File: src/rtl/sdf_fft_pkg.sv
// Shared constants and helpers for the 32-point SDF FFT sequencer.
//
// Contents:
//   LOG2N, N, S, TWA_W, GW  - FFT size, stage count, twiddle address width,
//                             global counter width
//   ST_IDLE/ST_LOAD/ST_FLUSH/ST_DONE - controller state encoding
//   stage_delay(s)          - delay-line length D_s of stage s
//   stage_offset(s)         - global count L_s at which stage s sees its
//                             first sample
//   bitrev(v)               - LOG2N-bit bit reversal
package sdf_fft_pkg;

  localparam int LOG2N = 5;
  localparam int N     = 1 << LOG2N;
  localparam int S     = LOG2N;
  localparam int TWA_W = LOG2N - 1;
  // One extra bit covers the flush (g up to 2N-1), one more keeps the
  // per-stage local count c_s = g - L_s representable as a signed value.
  localparam int GW    = LOG2N + 2;

  localparam logic [1:0] ST_IDLE  = 2'd0;
  localparam logic [1:0] ST_LOAD  = 2'd1;
  localparam logic [1:0] ST_FLUSH = 2'd2;
  localparam logic [1:0] ST_DONE  = 2'd3;

  function automatic int stage_delay(input int s);
    return 1 << (LOG2N - 1 - s);
  endfunction

  function automatic int stage_offset(input int s);
    return N - (1 << (LOG2N - s));
  endfunction

  function automatic logic [LOG2N-1:0] bitrev(input logic [LOG2N-1:0] v);
    logic [LOG2N-1:0] r;
    for (int i = 0; i < LOG2N; i++) begin
      r[i] = v[LOG2N-1-i];
    end
    return r;
  endfunction

endpackage

File: src/rtl/sdf_fft_ctrl_if.sv
// Bundle between the SDF FFT sequencer and its surroundings (sample source,
// stage chain, output consumer).
//
// Handshake: a sample transfers on a rising clk edge where in_valid and
// in_ready are both 1. in_ready depends only on controller state, never on
// in_valid, so the source may hold in_valid high indefinitely; in_valid is
// ignored whenever in_ready is 0.
//
// Signals:
//   in_valid  - source sample valid
//   in_ready  - controller accepts samples
//   adv       - global pipeline advance strobe
//   stage_act - per-stage live-data flag
//   bf_sel    - per-stage butterfly (1) / fill-rotate (0) select
//   tw_addr   - packed per-stage twiddle ROM address
//   out_valid - final stage output sample valid
//   out_idx   - frequency index of the output sample
//   busy      - frame in progress
//   done      - one-cycle end-of-frame pulse
//   fsm_state - controller state, for observation only
//
// Modports: master = controller, slave = everything around it.
interface sdf_fft_ctrl_if;
  import sdf_fft_pkg::*;

  logic                 in_valid;
  logic                 in_ready;
  logic                 adv;
  logic [S-1:0]         stage_act;
  logic [S-1:0]         bf_sel;
  logic [S*TWA_W-1:0]   tw_addr;
  logic                 out_valid;
  logic [LOG2N-1:0]     out_idx;
  logic                 busy;
  logic                 done;
  logic [1:0]           fsm_state;

  modport master (
    input  in_valid,
    output in_ready, adv, stage_act, bf_sel, tw_addr,
    output out_valid, out_idx, busy, done, fsm_state
  );

  modport slave (
    output in_valid,
    input  in_ready, adv, stage_act, bf_sel, tw_addr,
    input  out_valid, out_idx, busy, done, fsm_state
  );

endinterface

File: src/rtl/sdf_stage_sched.sv
// Schedule decoder for one SDF butterfly stage.
// Maps the global counter to this stage's enable, butterfly select and
// twiddle address. Purely combinational.
//
// Ports:
//   g   in  GW     global counter
//   adv in  1      pipeline advance; all outputs are 0 when adv=0
//   act out 1      stage holds live data
//   bf  out 1      butterfly phase (1) / fill-rotate phase (0)
//   tw  out TWA_W  twiddle ROM address, (c mod D) << STAGE in the rotate phase
module sdf_stage_sched
  import sdf_fft_pkg::*;
#(
  parameter int STAGE = 0
) (
  input  logic             g_bits_unused_guard_n, // tied high; keeps port list stable
  input  logic [GW-1:0]    g,
  input  logic             adv,
  output logic             act,
  output logic             bf,
  output logic [TWA_W-1:0] tw
);

  localparam int D = stage_delay(STAGE);
  localparam int L = stage_offset(STAGE);

  localparam logic signed [GW-1:0] L_C   = GW'(L);
  localparam logic signed [GW-1:0] D_C   = GW'(D);
  localparam logic signed [GW-1:0] LIM_C = GW'(N + D);
  localparam logic [TWA_W-1:0]     MASK  = TWA_W'(D - 1);

  // Local count: negative before the first sample reaches this stage.
  logic signed [GW-1:0] c;
  logic [TWA_W-1:0]     tw_raw;
  logic                 live;

  assign c      = $signed(g) - L_C;
  assign live   = g_bits_unused_guard_n & adv & ~c[GW-1] & (c < LIM_C);
  // For the last stage D=1, so MASK=0 and the address is always W^0.
  assign tw_raw = (TWA_W'(c) & MASK) << STAGE;

  assign act = live;
  assign bf  = live & c[LOG2N-1-STAGE];
  assign tw  = (live && !c[LOG2N-1-STAGE] && (c >= D_C)) ? tw_raw : '0;

endmodule

File: src/rtl/sdf_fft_ctrl.sv
// Central sequencer for the 32-point single-path delay-feedback FFT.
// Accepts one frame of N samples, then flushes the stage chain, driving
// every stage's enable, butterfly select and twiddle address from a single
// global counter g. Frames never overlap: a new frame starts only from IDLE.
//
// Optional feature: define FFT_CTRL_BITREV_EN to report out_idx as the true
// (bit-reversed) frequency bin; otherwise out_idx is the natural output
// ordinal and a downstream reorder buffer owns the reversal.
//
// Ports:
//   clk   in  clock
//   rst_n in  asynchronous active-low reset
//   bus   sdf_fft_ctrl_if.master (handshake, stage controls, output flags)
module sdf_fft_ctrl
  import sdf_fft_pkg::*;
(
  input  logic           clk,
  input  logic           rst_n,
  sdf_fft_ctrl_if.master bus
);

  logic [1:0]         state;
  logic [1:0]         state_nx;
  logic [GW-1:0]      g;
  logic               adv_raw;
  logic               adv;
  logic [S-1:0]       act_v;
  logic [S-1:0]       bf_v;
  logic [S*TWA_W-1:0] tw_v;
  logic               out_valid;
  logic [LOG2N-1:0]   ord;

  // Next state and advance strobe. in_valid only matters while accepting.
  always_comb begin
    adv_raw  = 1'b0;
    state_nx = state;
    case (state)
      ST_IDLE: begin
        adv_raw = bus.in_valid;
        if (bus.in_valid) state_nx = ST_LOAD;
      end
      ST_LOAD: begin
        adv_raw = bus.in_valid;
        if (bus.in_valid && (g == GW'(N - 1))) state_nx = ST_FLUSH;
      end
      ST_FLUSH: begin
        adv_raw = 1'b1;
        if (g == GW'(2 * N - 2)) state_nx = ST_DONE;
      end
      ST_DONE: begin
        state_nx = ST_IDLE;
      end
      default: begin
        state_nx = ST_IDLE;
      end
    endcase
  end

  // Gating with rst_n keeps adv (and everything derived from it) low while
  // reset is held, even if the source is presenting a sample.
  assign adv = adv_raw & rst_n;

  always_ff @(posedge clk or negedge rst_n) begin
    if (!rst_n) begin
      state <= ST_IDLE;
      g     <= '0;
    end else begin
      state <= state_nx;
      if (state_nx == ST_IDLE) begin
        g <= '0;
      end else if (adv) begin
        g <= g + GW'(1);
      end
    end
  end

  for (genvar s = 0; s < S; s++) begin : g_stage
    sdf_stage_sched #(.STAGE(s)) u_sched (
      .g_bits_unused_guard_n (1'b1),
      .g                     (g),
      .adv                   (adv),
      .act                   (act_v[s]),
      .bf                    (bf_v[s]),
      .tw                    (tw_v[s*TWA_W +: TWA_W])
    );
  end

  // The last stage emits its first result N-1 advances after the first input.
  assign out_valid = adv & (g >= GW'(N - 1)) & (g <= GW'(2 * N - 2));
  assign ord       = LOG2N'(g - GW'(N - 1));

  assign bus.in_ready  = (state == ST_IDLE) || (state == ST_LOAD);
  assign bus.adv       = adv;
  assign bus.stage_act = act_v;
  assign bus.bf_sel    = bf_v;
  assign bus.tw_addr   = tw_v;
  assign bus.out_valid = out_valid;
  assign bus.busy      = (state == ST_LOAD) || (state == ST_FLUSH);
  assign bus.done      = (state == ST_DONE);
  assign bus.fsm_state = state;

`ifdef FFT_CTRL_BITREV_EN
  assign bus.out_idx = out_valid ? bitrev(ord) : '0;
`else
  assign bus.out_idx = out_valid ? ord : '0;
`endif

endmodule

File: src/flat_wrapper.sv
// flat-port wrapper written by rule: the top's interface ports become plain ports
module sdf_fft_ctrl_flat import sdf_fft_pkg::*;
  (clk, rst_n, bus_in_valid, bus_in_ready, bus_adv, bus_stage_act, bus_bf_sel, bus_tw_addr, bus_out_valid, bus_out_idx, bus_busy, bus_done, bus_fsm_state);
  sdf_fft_ctrl_if bus_i ();
  input  logic clk;
  input  logic rst_n;
  input wire logic [$bits(bus_i.in_valid)-1:0] bus_in_valid;
  output wire logic [$bits(bus_i.in_ready)-1:0] bus_in_ready;
  output wire logic [$bits(bus_i.adv)-1:0] bus_adv;
  output wire logic [$bits(bus_i.stage_act)-1:0] bus_stage_act;
  output wire logic [$bits(bus_i.bf_sel)-1:0] bus_bf_sel;
  output wire logic [$bits(bus_i.tw_addr)-1:0] bus_tw_addr;
  output wire logic [$bits(bus_i.out_valid)-1:0] bus_out_valid;
  output wire logic [$bits(bus_i.out_idx)-1:0] bus_out_idx;
  output wire logic [$bits(bus_i.busy)-1:0] bus_busy;
  output wire logic [$bits(bus_i.done)-1:0] bus_done;
  output wire logic [$bits(bus_i.fsm_state)-1:0] bus_fsm_state;
  assign bus_i.in_valid = bus_in_valid;
  assign bus_in_ready = bus_i.in_ready;
  assign bus_adv = bus_i.adv;
  assign bus_stage_act = bus_i.stage_act;
  assign bus_bf_sel = bus_i.bf_sel;
  assign bus_tw_addr = bus_i.tw_addr;
  assign bus_out_valid = bus_i.out_valid;
  assign bus_out_idx = bus_i.out_idx;
  assign bus_busy = bus_i.busy;
  assign bus_done = bus_i.done;
  assign bus_fsm_state = bus_i.fsm_state;
  sdf_fft_ctrl u_core (.clk(clk), .rst_n(rst_n), .bus(bus_i));
endmodule
File: config.mk
export PLATFORM = sky130hd
export DESIGN_NAME = sdf_fft_ctrl_flat
export DESIGN_NICKNAME = d
export VERILOG_FILES = /design/src/rtl/sdf_fft_pkg.sv /design/src/rtl/sdf_fft_ctrl_if.sv /design/src/rtl/sdf_stage_sched.sv /design/src/rtl/sdf_fft_ctrl.sv /design/src/flat_wrapper.sv
export SDC_FILE = /design/constraint.sdc
export NUM_CORES = 1
export LEC_CHECK = 0
export CAP_MARGIN = 20
export CORE_UTILIZATION = 47
export CTS_BUF_LIST = sky130_fd_sc_hd__clkbuf_8
export DETAILED_ROUTE_END_ITERATION = 10
export GPL_TIMING_DRIVEN = 0
export PLACE_DENSITY = 0.87
export SYNTH_ARGS = -nofsm -noshare
export SYNTH_HDL_FRONTEND = slang
export SYNTH_SLANG_ARGS = --single-unit
File: constraint.sdc
create_clock -name clk -period 4.5 [get_ports clk]
set_clock_uncertainty 0.1 [all_clocks]
set_input_delay 1.35 -clock clk [delete_from_list [all_inputs] [get_ports clk]]
set_output_delay 1.35 -clock clk [all_outputs]
set_load 0.005 [all_outputs]
==> results of run 1 <==
## critical path: cells and delay by family
kind            cells  cell delay, ns
compound gates      1            0.09
simple gates        3            0.75
buf+inv             4            0.76
## metal layers
metal | wire [um] | global-route usage (%) | vias up
met4 | 30 | 6.79 | 0
met2 | 1630 | 38.9 | 50
met5 | 0 | 0 | -
met1 | 1390 | 29.3 | 602
li1 | - | - | 647
met3 | 196 | 1.64 | 3
## final timing paths
check | start | to | slack, ns | depth (start not counted)
hold / removal | u_core.g[1]$_DFFE_PN0P_ | u_core.g[1]$_DFFE_PN0P_ | 0.68 | 3
hold reg to reg | u_core.g[1]$_DFFE_PN0P_ | u_core.g[1]$_DFFE_PN0P_ | 0.68 | 3
max in group asynchronous | rst_n | u_core.g[0]$_DFFE_PN0P_ | 3.24 | 1
setup reg to reg | u_core.g[5]$_DFFE_PN0P_ | u_core.g[6]$_DFFE_PN0P_ | 2.15 | 7
setup / recovery | bus_in_valid | bus_bf_sel[2] | 0.09 | 8
min in group asynchronous | rst_n | u_core.g[6]$_DFFE_PN0P_ | 0.88 | 1
## flip-flops by register name (all words and copies together), names as in the netlist
name	flops
u_core.g	7
u_core.bus.fsm_state	2
## repair_timing
| item | in CTS | in global routing |
|---|---|---|
| setup buffers | 2 | 0 |
| setup endpoints to repair | 27 | 9 |
| gates resized for setup | 12 | 4 |
| pin swaps | 2 | 0 |
| gates cloned | 0 | 0 |
## area by class of cell
type / count / area (um2)
Multi-Input combinational cell: 124 / 907
Fill cell: 209 / 766
Timing Repair Buffer: 36 / 348
Sequential cell: 9 / 225
Buffer: 29 / 208
Inverter: 14 / 53.8
Clock buffer: 3 / 41.3
Tap cell: 30 / 37.5
Clock inverter: 1 / 3.75
## cell usage in the layout, fill, tap and decap left out, drive strengths merged, types with 4 or more instances in the layout
cell,count
nor4,4
nand3,5
inv,14
a21oi,11
and2,10
buf,27
dfrtp,9
nor3,5
nor2,10
conb,10
xnor2,14
ha,12
clkdlybuf4s50,32
clkbuf,9
nand2,5
## report_power, final
group          leakage, nW  internal, mW  switching, mW
clock               0.0269        0.0597         0.0355
sequential           0.123        0.0930         0.0140
combinational        0.660        0.0803          0.107
## metrics by stage
step           hold WS [ns]  cells  power (mW)
2_1_floorplan         0.593    176       0.220
5_1_grt               0.771    246       0.414
3_3_place_gp          0.635    240       0.281
4_1_cts               0.682    246       0.390
6_report              0.683    246       0.389
3_5_place_dp          0.668    240       0.289
## logic make-up after synthesis
family                   Yosys count
AND/OR/NAND/NOR                   52
buffers and inverters             43
AO/OA/AOI/OAI                     33
XOR/XNOR                          16
adder cells (fa/ha/maj)           12
flip-flops                         9
other                              1
multiplexers                       1
==> summary.md, run 1 <==
| Metric | Value |
|---|---|
| Critical-path cell list | buf_2 -> and2b_2 -> o21ai_4 -> or4_4 -> inv_2 -> and2_1 -> buf_4 -> clkdlybuf4s50_1 |
| Final core occ | 70.4% |
| Compound-Gate Fraction of Synth Area | a little under a fifth |
| First-pass GRT wire length | about 5500 um |
| CP max-delay cell | clkdlybuf4s50_1 |
| Worst Setup Path Type | input pin to primary output |
| Antenna cell count | 0 |
| Yosys top cell by area | dfrtp_1 |
| Rel. slew slack | 58.8% |
| Yosys warns | 0 |
| Simple-Gate Fraction of Synth Area | a little under a quarter |
| Die area | a little over 3000 um2 |
| Post-synthesis sequential area ratio | between 15 and 20% |
| EDFF count, synth | 0 |
| Pre-antenna DRT Iters | 4 |
| Final Cell Area | 1820 um2 |
| Min-Delay Path Class | flop to flop |
| Ys flop type | dfrtp_1 |
| Largest net degree at the start of global routing | 16 |
| RePlAce Congestion | between 0.8 and 0.9 |
| Worst Path Arrival | 2.96 ns |
| Setup TNS | 0 ns |
| Post-Synth XOR/XNOR Area | around a tenth |
| Nets | 232 |
| Die H | about 55 um |
| Die Wd | roughly 55 um |
| Vias in the first global route | 1190 |
| Syn Area/Cell | between 8 and 9 um2 |
| Final wirelength | ~3200 um |
| Clk buf depth | 2 |
| Worst-margin pin slew | around 0.62 ns |
| PortBufs | 34 |
| Fin crit period | 4.41 ns |
| 1st-iter DRT viols | 33 |
| CP required | 3.05 ns |
| Max FO, Critical Path | 5 |
| Dpl hpwl | about 2400 um |
| Pwr Density | roughly 210 nW/um2 |
| Pre-CTS setup slack | -0.797 ns |
| Slowest stage delay, CP | ~0.48 ns |
| Initial antenna violation count | 0 |
| FF+latch count, synth | 9 |
| Synth-to-layout area growth | 36.4% |
| Initial Util | between 50 and 60% |
| # hold bufs at CTS | 0 |
| GRT Residual Overflow | 0 |
| Critical Path End Type | primary output |
| Root buffer cell | clkbuf_8 |
| Synth Area in Adders | 11.2% |
| Synth Cell Area | 1340 um2 |
| Clk_lat worst skew | about 0.24 ns |
| Top cell type's share of synthesized area | between 10% and 20% |
| Nature of the critical path startpoint | input pin |
| H-Tree Depth | 1 |
| Post-DRT Antenna Nets | 0 |
| Worst VDD drop | between 0.2 and 0.25 mV |
| Count leader, synth | buf_4 |
| Post-DP Area | ~1700 um2 |
| FP Rows | 18 |
| Mux cell area share after synthesis | 0.748% |
| Clock-pin slew on the worst setup and hold paths | around 0.040 ns |
| Max Clock Freq | 227 MHz |
| Synth cell types | 47 |
| Via count | approximately 1300 |
| Commonest cells post-synth | buf_4, xnor2_1, ha_1, inv_1, a21oi_1 |
| Top area cells in the synthesized netlist | dfrtp_1, buf_4, ha_1 |
| Synth Instances | 167 |
| Final period util | between 90% and 100% |
| RSZ-0062 raised after global routing | false |
| Wire per inst | 13.2 um |
| Total CTS buffers | 3 |
| CTS tree | yes |
| Hold Vio Cnt, Final | 0 |
| Fin. max-slew vios | 0 |
| Core Area | 2590 um2 |
| Number of clock sinks | 9 |
| Status | finished clean |
| Gr usage total | between 20% and 30% |
| Share of post-route cells with drive strength above 1 | between 20 and 25% |
| I/O Pins | 45 |
| Setup WS post-layout | ~0.095 ns |
| DRC viols | 0 |
| Final setup viols | 0 |
| Maxcap violations | 0 |
| Fraction of registers with async set or reset after synthesis | 100% |
| Largest family of logic cells by synthesized area | simple AND/OR/NAND/NOR gates |
| DR vias/cell | between 5 and 6 |
| Leak pwr | 0.809 nW |
Power figures use the tool's default switching activity.
==> inputs of run 2 (changes only) <==
--- a/config.mk
+++ b/config.mk
@@ -6,11 +6,13 @@
 export NUM_CORES = 1
 export LEC_CHECK = 0
 export CAP_MARGIN = 20
-export CORE_UTILIZATION = 47
+export CELL_PAD_IN_SITES_DETAIL_PLACEMENT = 0
+export CELL_PAD_IN_SITES_GLOBAL_PLACEMENT = 1
+export CORE_UTILIZATION = 34
 export CTS_BUF_LIST = sky130_fd_sc_hd__clkbuf_8
 export DETAILED_ROUTE_END_ITERATION = 10
 export GPL_TIMING_DRIVEN = 0
-export PLACE_DENSITY = 0.87
+export PLACE_DENSITY = 0.88
 export SYNTH_ARGS = -nofsm -noshare
 export SYNTH_HDL_FRONTEND = slang
 export SYNTH_SLANG_ARGS = --single-unit
==> constraint.sdc (replaced) <==
create_clock -name clk -period 4.2 [get_ports clk]
set_clock_uncertainty 0.1 [all_clocks]
set_input_delay 1.26 -clock clk [delete_from_list [all_inputs] [get_ports clk]]
set_output_delay 1.26 -clock clk [all_outputs]
set_load 0.005 [all_outputs]
==> run 2 against run 1 <==
Effect of this change: routed wire length down 0.65%; utilization down 20 points; cell count up 7.3%; clock power up 0.7%; critical path type unchanged.
==> summary.md, run 2 (synthesized netlist as in run 1, its figures left out) <==
| Metric | Value |
|---|---|
| Status | finished clean |
| Nature of the critical path startpoint | input pin |
| CP bufs+invs | 3 (-1) |
| 1st-iter DRT viols | 55 (+67%) |
| Most frequent cells in the layout | clkdlybuf4s50_1, buf_4, xnor2_1, inv_1 |
| Max Clock Freq | 242 MHz |
| Worst Path Arrival | 2.77 ns (-0.19 ns) |
| Total Power | 403 uW (+3.6%) |
| Clock group share of total power | 23.8% (-0.7 points) |
| Total CTS buffers | 3 (unchanged) |
| Rel. slew slack | 55.0% (-3.7 points) |
| H-Tree Depth | 1 (unchanged) |
| Dpl hpwl | 2400 um (+0.97%) |
| Leak pwr | 0.870 nW (+7.5%) |
| Die area | 4190 um2 (+37%) |
| Maxcap violations | 0 (unchanged) |
| # hold bufs at CTS | 0 (unchanged) |
| CTS tree | yes |
| Switching pwr | 156 uW (+0.15%) |
| I/O Pins | 45 (unchanged) |
| Internal power | 247 uW (+5.9%) |
| Biggest register | u_core.g |
| Slowest stage delay, CP | 0.49 ns (about the same) |
| Via count | 1277 (-1.9%) |
| Root buffer cell | clkbuf_8 |
| RePlAce Congestion | 0.859 (+1.5%) |
| Worst VDD drop | 0.185 mV (-23%) |
| First-pass GRT wire length | 5560 um (+0.38%) |
| DRC viols | 0 (unchanged) |
| Final setup viols | 0 (unchanged) |
| Fin crit period | 4.13 ns |
| Min-Delay Path Class | flop to flop |
| PortBufs | 34 (unchanged) |
| Power share of the combinational group | 47.8% (-0.2 points) |
| Pwr Density | 217 nW/um2 (+1.6%) |
| Critical-path cell list | buf_2 -> and2b_2 -> o21ai_4 -> nor4_2 -> and2_1 -> buf_4 -> clkdlybuf4s50_1 |
| Wire per inst | 12.2 um (-7.4%) |
| Flop pwr share | 28.4% (+0.9 points) |
| Core Area | 3720 um2 (+43%) |
| DR vias/cell | 4.84 (-8.6%) |
| Setup TNS | 0 ns (unchanged) |
| Antenna cell count | 0 (unchanged) |
| Largest register FFs | 7 (unchanged) |
| Worst-margin pin slew | 0.673 ns (+0.0561 ns) |
| Clock-pin slew on the worst setup and hold paths | 0.04 ns (about the same) |
| Largest net degree at the start of global routing | 16 (unchanged) |
| Pre-antenna DRT Iters | 4 (unchanged) |
| Final wirelength | 3230 um (-0.65%) |
| GRT Residual Overflow | 0 (unchanged) |
| Synth-to-layout area growth | 39.1% |
| Fin. max-slew vios | 0 (unchanged) |
| Number of clock sinks | 9 (unchanged) |
| Most common cell after layout, fill and taps aside | clkdlybuf4s50_1 |
| CP max-delay cell | clkdlybuf4s50_1 |
| Critical Path End Type | primary output |
| FP Rows | 22 (+4) |
| Worst Setup Path Type | input pin to primary output |
| Die Wd | 64.7 um (+17%) |
| Sw frac | 38.8% (-1.3 points) |
| Clk buf depth | 2 (unchanged) |
| Max FO, Critical Path | 6 (+1) |
| Crit-path leading delay family | simple AND/OR/NAND/NOR gates |
| Vias in the first global route | 1142 (-4.0%) |
| Hold Vio Cnt, Final | 0 (unchanged) |
| Share of post-route cells with drive strength above 1 | 21.3% (+0.93 points) |
| Clk_lat worst skew | 0.23 ns (about the same) |
| RSZ-0062 raised after global routing | true |
| CP required | 2.84 ns (-0.21 ns) |
| Die H | 64.7 um (+17%) |
| Post-DRT Antenna Nets | 0 (unchanged) |
| Final period util | 98.3% |
| Nets | 232 (unchanged) |
| Gr usage total | 16.9% (-5.4 points) |
| Initial antenna violation count | 0 (unchanged) |
| Initial Util | 36.0% (-16 points) |
## run 2: per-layer routing
| metal | up-vias | wire length (um) | track usage, % |
|---|---|---|---|
| met5 | - | 0 | 0 |
| met4 | 0 | 0 | 1.67 |
| met3 | 0 | 203 | 2.64 |
| met2 | 49 | 1580 | 29.6 |
| met1 | 582 | 1440 | 22.4 |
| li1 | 646 | - | - |
## run 2: timing repair
item,CTS,global route
resized for setup,16,6
gates cloned,0,0
pin swaps,2,2
buffers inserted,2,1
endpoints found under the setup margin,27,21
## run 2: worst min-delay path: cells and delay by family, from the launching register on
family | cells | cell delay [ns]
flip-flops | 1 | 0.38
AO/OA/AOI/OAI | 1 | 0.11
multiplexers | 1 | 0.07
adder cells (fa/ha/maj) | 1 | 0.16
## run 2: path summary, 6_finish.rpt
| path | startpoint | end | slack (ns) | cells past startpoint |
|---|---|---|---|---|
| max | bus_in_valid | bus_bf_sel[3] | 0.07 | 7 |
| min | u_core.g[1]$_DFFE_PN0P_ | u_core.g[1]$_DFFE_PN0P_ | 0.67 | 3 |
| max reg2reg | u_core.g[5]$_DFFE_PN0P_ | u_core.g[4]$_DFFE_PN0P_ | 1.82 | 7 |
| min reg2reg | u_core.g[1]$_DFFE_PN0P_ | u_core.g[1]$_DFFE_PN0P_ | 0.67 | 3 |
| max in group asynchronous | rst_n | u_core.g[5]$_DFFE_PN0P_ | 3.03 | 1 |
| min in group asynchronous | rst_n | u_core.bus.fsm_state[1]$_DFF_PN0_ | 0.78 | 1 |
## run 2: power by group through the flow
stage | Clock (mW) | Sequential [mW] | Combinational, mW
3_3_place_gp | 0 | 0.116 | 0.189
3_5_place_dp | 0 | 0.116 | 0.190
2_1_floorplan | 0 | 0.113 | 0.123
6_report | 0.0959 | 0.115 | 0.193
4_1_cts | 0.100 | 0.115 | 0.192
5_1_grt | 0.105 | 0.117 | 0.215
## run 2: area by class of cell
class                      count  area [um2]
inverter                      14        55.1
timing repair buffer          37         362
tap                           48        60.1
buffer                        28         200
multi-input combinational    124         912
fill                         378        1860
clock inverter                 1        3.75
sequential                     9         226
clock buffer                   3        41.3
## run 2: metrics by stage
step	setup WS [ns]	hold slack, ns	instance area (um2)	std cells	utilization [%]
final	0.0694	0.667	1860	264	50.1
after global routing	-0.0501	0.716	1860	264	50.1
after CTS	0.0243	0.672	1840	264	49.4
after detailed placement	-0.948	0.663	1770	258	47.7
after global placement	-0.919	0.641	1770	258	47.7
after floorplan	0.465	0.593	1370	176	-
==> inputs of run 3 (changes only) <==
--- a/config.mk
+++ b/config.mk
@@ -5,7 +5,7 @@
 export SDC_FILE = /design/constraint.sdc
 export NUM_CORES = 1
 export LEC_CHECK = 0
-export CAP_MARGIN = 20
+export CAP_MARGIN = 0
 export CELL_PAD_IN_SITES_DETAIL_PLACEMENT = 0
 export CELL_PAD_IN_SITES_GLOBAL_PLACEMENT = 1
 export CORE_UTILIZATION = 34
==> results of run 3 <==
The final DEF is identical to that of run 2; final timing and power are the same.
